## src/rtl/ro_freq_counter.sv

```systemverilog
// ro_freq_counter: gated ring-oscillator edge counter with a Wishbone register interface
module ro_freq_counter #(
   parameter logic [31:0] BASE_ADDR = 32'h3000_0000,
   parameter int CNT_W = 32,
   parameter int NCH = 5
) (
   input  logic           wb_clk_i,
   input  logic           wb_rst_i,
   input  logic           wbs_stb_i,
   input  logic           wbs_cyc_i,
   input  logic           wbs_we_i,
   input  logic [3:0]     wbs_sel_i,
   input  logic [31:0]    wbs_adr_i,
   input  logic [31:0]    wbs_dat_i,
   output logic           wbs_ack_o,
   output logic [31:0]    wbs_dat_o,
   input  logic [NCH-1:0] ro_in,
   output logic           irq_o
);
   typedef enum logic [1:0] {IDLE, ARM, GATE, DONE} state_t;
   state_t state, state_nxt;
   logic [NCH-1:0] s1, s2, s3;
   logic [CNT_W-1:0] count;
   logic [31:0] window, gate_cnt, rdata, bmask;
   logic [7:0] rise;
   logic [2:0] chan;
   logic [1:0] arm_cnt;
   logic irq_en, done, ovf, busy, acc, wr, go, stop, clr, rise_sel, unused_ok;
   assign acc = wbs_stb_i & wbs_cyc_i & (wbs_adr_i[31:4] == BASE_ADDR[31:4]) & ~wbs_ack_o;
   assign wr = acc & wbs_we_i;
   assign bmask = {{8{wbs_sel_i[3]}}, {8{wbs_sel_i[2]}}, {8{wbs_sel_i[1]}}, {8{wbs_sel_i[0]}}};
   assign busy = state != IDLE;
   assign stop = wr & (wbs_adr_i[3:2] == 2'd0) & wbs_sel_i[0] & wbs_dat_i[1];
   assign go = wr & (wbs_adr_i[3:2] == 2'd0) & wbs_sel_i[0] & wbs_dat_i[0] & ~wbs_dat_i[1];
   assign clr = (go & ~busy) | (stop & busy);
   // padding to 8 lanes makes any chan >= NCH read a constant zero
   assign rise = 8'(s2 & ~s3);
   assign rise_sel = rise[chan];
   assign unused_ok = ^wbs_adr_i[1:0];
   always_comb begin
      rdata = (wbs_adr_i[3:2] == 2'd0) ? {23'd0, irq_en, 3'd0, chan, 2'd0} :
              (wbs_adr_i[3:2] == 2'd1) ? window :
              (wbs_adr_i[3:2] == 2'd2) ? 32'(count) : {29'd0, ovf, done, busy};
   end
   always_comb begin
      state_nxt = state;
      case (state)
         IDLE: if (go) state_nxt = ARM;
         ARM:  if (arm_cnt == 2'd2) state_nxt = (window == 32'd0) ? DONE : GATE;
         GATE: if (gate_cnt == 32'd1) state_nxt = DONE;
         DONE: state_nxt = IDLE;
      endcase
      if (stop && busy) state_nxt = IDLE;
   end
   always_ff @(posedge wb_clk_i) begin
      if (wb_rst_i) begin
         state     <= IDLE;
         s1        <= '0;
         s2        <= '0;
         s3        <= '0;
         wbs_ack_o <= 1'b0;
         wbs_dat_o <= '0;
         irq_o     <= 1'b0;
         arm_cnt   <= '0;
         gate_cnt  <= '0;
         count     <= '0;
         window    <= 32'd1000;
         chan      <= '0;
         irq_en    <= 1'b0;
         done      <= 1'b0;
         ovf       <= 1'b0;
      end else begin
         state     <= state_nxt;
         s1        <= ro_in;
         s2        <= s1;
         s3        <= s2;
         wbs_ack_o <= acc;
         wbs_dat_o <= acc ? rdata : '0;
         irq_o     <= done & irq_en;
         arm_cnt   <= (state == ARM) ? arm_cnt + 2'd1 : 2'd0;
         gate_cnt  <= (state == ARM) ? window : (state == GATE) ? gate_cnt - 32'd1 : gate_cnt;
         if (state == GATE && rise_sel) begin
            if (&count) ovf <= 1'b1;
            else count <= count + 1'b1;
         end
         if (wr && wbs_adr_i[3:2] == 2'd0) begin
            if (wbs_sel_i[0] && !busy) chan <= wbs_dat_i[4:2];
            if (wbs_sel_i[1]) irq_en <= wbs_dat_i[8];
         end
         if (wr && wbs_adr_i[3:2] == 2'd1 && !busy) window <= (window & ~bmask) | (wbs_dat_i & bmask);
         if (wr && wbs_adr_i[3:2] == 2'd3 && wbs_sel_i[0]) begin
            if (wbs_dat_i[1]) done <= 1'b0;
            if (wbs_dat_i[2]) ovf <= 1'b0;
         end
         if (state == DONE) done <= 1'b1;
         if (clr) begin
            count <= '0;
            done  <= 1'b0;
            ovf   <= 1'b0;
         end
      end
   end
endmodule

```

## config.mk

```make
export PLATFORM = sky130hd
export DESIGN_NAME = ro_freq_counter
export DESIGN_NICKNAME = d
export VERILOG_FILES = /design/src/rtl/ro_freq_counter.sv
export SDC_FILE = /design/constraint.sdc
export NUM_CORES = 1
export LEC_CHECK = 0
export CAP_MARGIN = 20
export CELL_PAD_IN_SITES_DETAIL_PLACEMENT = 1
export CELL_PAD_IN_SITES_GLOBAL_PLACEMENT = 1
export CORE_MARGIN = 2
export CORE_UTILIZATION = 41
export DETAILED_ROUTE_END_ITERATION = 12
export PLACE_DENSITY_LB_ADDON = 0.1
export REMOVE_ABC_BUFFERS = 1
export SLEW_MARGIN = 0
export SYNTH_ARGS = -nofsm -noshare
export SYNTH_HDL_FRONTEND = slang
export SYNTH_SLANG_ARGS = --single-unit
```

## constraint.sdc

```tcl
create_clock -name wb_clk_i -period 2.7 [get_ports wb_clk_i]
set_input_delay 0.405 -clock wb_clk_i [delete_from_list [all_inputs] [get_ports wb_clk_i]]
set_output_delay 0.405 -clock wb_clk_i [all_outputs]
set_load 0.01 [all_outputs]
```

* After elaboration in Yosys (flattened, before gate mapping)
Index checks and enable logic that the tools add are counted.
Storage, ports and cells: bits in registers 155, output and inout bits 34, input port bits 78, logic and storage cells 103
Operators by class: eq/ne operators 12, order comparisons 1, mux-type cells 19, reduce and logical (&&, ||, !) cells 27, $add $sub $neg 3, bitwise operators 25
Operator list (count):
- 32-bit two-way mux | 4
- 32-bit AND | 2
- 32-bit by 1-bit adder with 32-bit output, second input constant | 1
- 32-bit by 1-bit equality test with 1-bit output, second input constant | 1
- 32-bit logical NOT | 1
- 32-bit inverter | 1
- 32-bit OR | 1
- 32-bit AND reduction | 1
- 32-bit by 1-bit subtractor with 32-bit output, second input constant | 1
- 28-bit by 26-bit equality test with 1-bit output, second input constant | 1
- 1-bit AND | 12
- 2-bit equality test, second input constant | 5
- 1-bit two-way mux | 9
- 9-bit two-way mux | 1
- 5-bit by 8-bit AND with 8-bit output | 1
- 1-bit logical AND | 8
- 5-bit inverter with 8-bit output | 1
- 2-bit case mux with 4 select lines | 1
- 2-bit AND reduction | 4
- 2-bit nonzero test | 4
- 2-bit OR reduction | 4
- 2-bit two-way mux | 3
- 2-bit != test, second input constant | 3
- 1-bit inverter | 6
- 9 further kinds | 11

* Longest topological paths before layout
word-level depth 11, depth in mapped cells 9

* Worst setup path before layout
Ideal clock, no wire load.
path kind in2reg, start point in wbs_adr_i[16], end point reg state[0], path buffers 1, stages on the path 6, path slack 0.582 ns, arrival 2.002 ns, setup time 0.116 ns, cell sequence or4_1 nor4_2 buf_4 a31oi_1 or3_1 o211a_1
Between the ends: cells in the longest elaborated chain, start to end 10
Ends and longest elaborated chain:
- start: declaration | line 13 | input logic [31:0] wbs_adr_i,
- 28-bit by 26-bit equality test with 1-bit output * | line 29 | assign acc = wbs_stb_i & wbs_cyc_i & (wbs_adr_i[31:4] == BASE_ADDR[31:4]) & ~wbs_ack_o;
- 1-bit AND * (2 in a row) | line 29
- 1-bit AND * | line 30 | assign wr = acc & wbs_we_i;
- 1-bit AND * (2 in a row) | line 33, 34
- 1-bit AND (2 in a row) | line 34 | assign go = wr & (wbs_adr_i[3:2] == 2'd0) & wbs_sel_i[0] & wbs_dat_i[0] & ~wbs_dat_i[1];
- 2-bit != test (no source line)
- 3-bit AND reduction (no source line)
- end signal: assignment | line 73 | state <= state_nxt;
- end: declaration | line 21 | state_t state, state_nxt;
Every way passes the cells marked *; elsewhere a longest branch is shown, timed or not. A chain may end at the register's enable or synchronous reset.

* Final worst setup path
start point reg count[0], end point reg count[14]
Between the ends: cells in the longest elaborated chain, start to end 3
Ends and longest elaborated chain:
- start: declaration | line 23 | logic [CNT_W-1:0] count;
- start signal: assignment | line 84 | else count <= count + 1'b1;
- parallel branches: the longest is 3 deep, another holds 32-bit by 1-bit adder with 32-bit output
Parallel ways; which one is timed is not known.

==> impl_metrics.ini <==
[synthesis]
ys_async_sr_fraction_pct = 0
synth_cell_types = 79
yosys.area_share.simple_pct = 26.67
synth_adder_area_share_pct = 1.334
netlist_area_mm2 = 0.007501
yosysWarnings = 0
synth_xor_area_share_pct = 0
netlist_top_cells_count = dfxtp_1, nor2_1, a21oi_1, nand2_1, o21ai_0
synth_top_flop_cell = dfxtp_1
synthMuxAreaShare_pct = 3.786
synth.most_common_cell = dfxtp_1
yosysTopAreaCellShare_pct = 41.37
synth_area_leader_cell = dfxtp_1
syn_inst = 886
avgSynthCellArea_um2 = 8.466
synth_compound_area_share_pct = 21.75
synth_top_family_by_area = simple AND/OR/NAND/NOR gates
synthTopCellsByArea = dfxtp_1, nor2_1, a21oi_1
ys_ff_latch = 155
synth_edf_count = 0
synth_seq_area_share_pct = 41.37

[routing]
vias = 7485
first_iter_violations = 402
wl_mm = 25.65
final_antenna_net_count = 0
wire_per_inst_um = 20.89
drcViolationCount = 0
vias_per_cell = 6.095
dr.pass1.iters = 5

[setup_path]
end_kind = flip-flop
cp_data_required_time_ns = 3.06
startpoint_type = flip-flop
critPathKind = flip-flop to flip-flop
path_max_fanout = 18
arrival_ns = 2.82
r2r-end = count[14]
cp-startpoint = count[0]
timing.rr.start = count[0]
r2r_slack_ns = 0.24
r2r_cells = 7

[final_layout]
syn2layout_area_growth_pct = 27.19
design_area_mm2 = 0.009540
nets = 1072
drive_gt1_share_pct = 10.31
num_antenna_cells = 0
final_cell_count_no_fill = 1228

[worst_hold_path]
hold_path_depth = 1
hold_path.startpoint = arm_cnt[0]
hold_path_class = flip-flop to flip-flop
hold_path_end = arm_cnt[0]

[run]
maxCapViolations = 0

[grt]
antenna_found_initial = 1
grt_start_max_net_pins = 39
grt_overflow = 0
grt_pass1_vias = 7711
grt_pass1_wl_mm = 41.55
track_usage_pct = 26.54

[clock_tree]
cts_sinks = 155
post_cts_resized = 0
cts-root-buf = clkbuf_16
htreeDepth = 4
cts_tree = built
postCtsSetupRepairBufs = 0
clk_pin_slew_worst_paths_ns = 0.06
clockBufferDepth = 2
clk_latency_ns = 0.43
hold_buffers = 0
cts_buffers = 17

[outcome]
status = finished, final reports clean

[timing]
period_share_pct = 91.24
hold_ws_ns = 0.4088
fin_ws_ns = 0.2366
setup_viol = 0
rsz0062_at_grt = false
min_period_ns = 2.463
fin_tns_setup_ns = 0
fmax_ghz = 0.4059
drv_slew = 0
max_slew_margin_pct = 50.34
worstMarginPinSlew_ns = 0.7400
finClkSkew_ns = 0.009428
hold_violations = 0

[power]
vdd_ir_drop_max_mv = 0.4417
powerDensity_mw_per_mm2 = 529.0
p_leak_nw = 3.293

[placed_design]
dp.final_hpwl_mm = 18.60
port_buffers = 109
place_inst = 1196
preCtsSetupSlack_ns = 0.03535
dpl_cell_area_mm2 = 0.008931
gp_congestion = 0.8823

[floorplan]
fp.dieW_um = 139.3
fp.coreArea_mm2 = 0.01796
pin_count = 112
die_area_mm2 = 0.01939
initial_utilization_pct = 41.76
die_h_um = 139.3
rows = 49
-- layout make-up --
type / instances / area [µm²]
Fill cell: 2098 / 8423
Clock inverter: 13 / 166.4
Sequential cell: 155 / 3103
Tap cell: 229 / 286.5
Timing Repair Buffer: 143 / 1416
Inverter: 24 / 90.09
Multi-Input combinational cell: 645 / 4035
Clock buffer: 19 / 442.9
-- worst max path at each step --
stage	depth (start not counted)	to	slack [ns]
after floorplan	5	count[11]	-0.60
after global placement	7	state[0]	0.09
after detailed placement	7	state[0]	0.04
after CTS	7	count[14]	0.26
after global routing	7	count[14]	0.10
final	7	count[14]	0.24
-- layout by cell type (no fill, tap or decap), types with 11 or more instances in the layout --
cell	instances
or4_1	24
nand4_1	20
nor4_1	25
a21oi_1	65
nor3_1	12
a211oi_1	11
buf_4	28
nor2b_1	20
a22oi_1	35
o21ai_0	49
clkdlybuf4s50_1	108
dfxtp_1	155
inv_1	24
nor2_1	94
clkbuf_16	17
o31ai_1	24
nand3_1	42
nand2_1	57
mux2i_1	25
-- logic make-up (layout without fill, tap and decap cells) --
group / Yosys count / in the layout
AND/OR/NAND/NOR: 364 / 364
adder cells (fa/ha/maj): 8 / 8
flip-flops: 155 / 155
multiplexers: 27 / 27
AO/OA/AOI/OAI: 246 / 246
buffers and inverters: 86 / 199
-- routing by layer --
metal	share of wire, %	GRT usage, %	up-vias	wire (µm)
met5	0.051	0	-	13
met4	2.2	7.709	2	573
met3	4.4	6.160	51	1134
met2	49	44.89	174	12520
met1	44	33.89	3748	11410
li1	-	-	3510	-
-- report_power, final --
part,total (mW),internal (mW),switching [mW]
clock,2.50,1.49,1.02
sequential,2.30,2.29,0.00249
combinational,0.246,0.133,0.113
total,5.05,3.91,1.13
-- critical path: stages (launching register included) --
cell	delay, ns
dfxtp_1	0.42
ha_1	0.24
nand2_1	0.12
nor4_2	0.52
o311ai_2	0.21
buf_4	0.24
or4_1	0.48
a21oi_1	0.15
-- stage by stage --
step	utilization (%)	power, mW
after global placement	49.72	2.587
final	53.11	5.046
after global routing	53.11	5.200
after floorplan	-	2.400
after CTS	53.11	5.082
after detailed placement	49.72	2.593
Power figures use the tool's default switching activity.
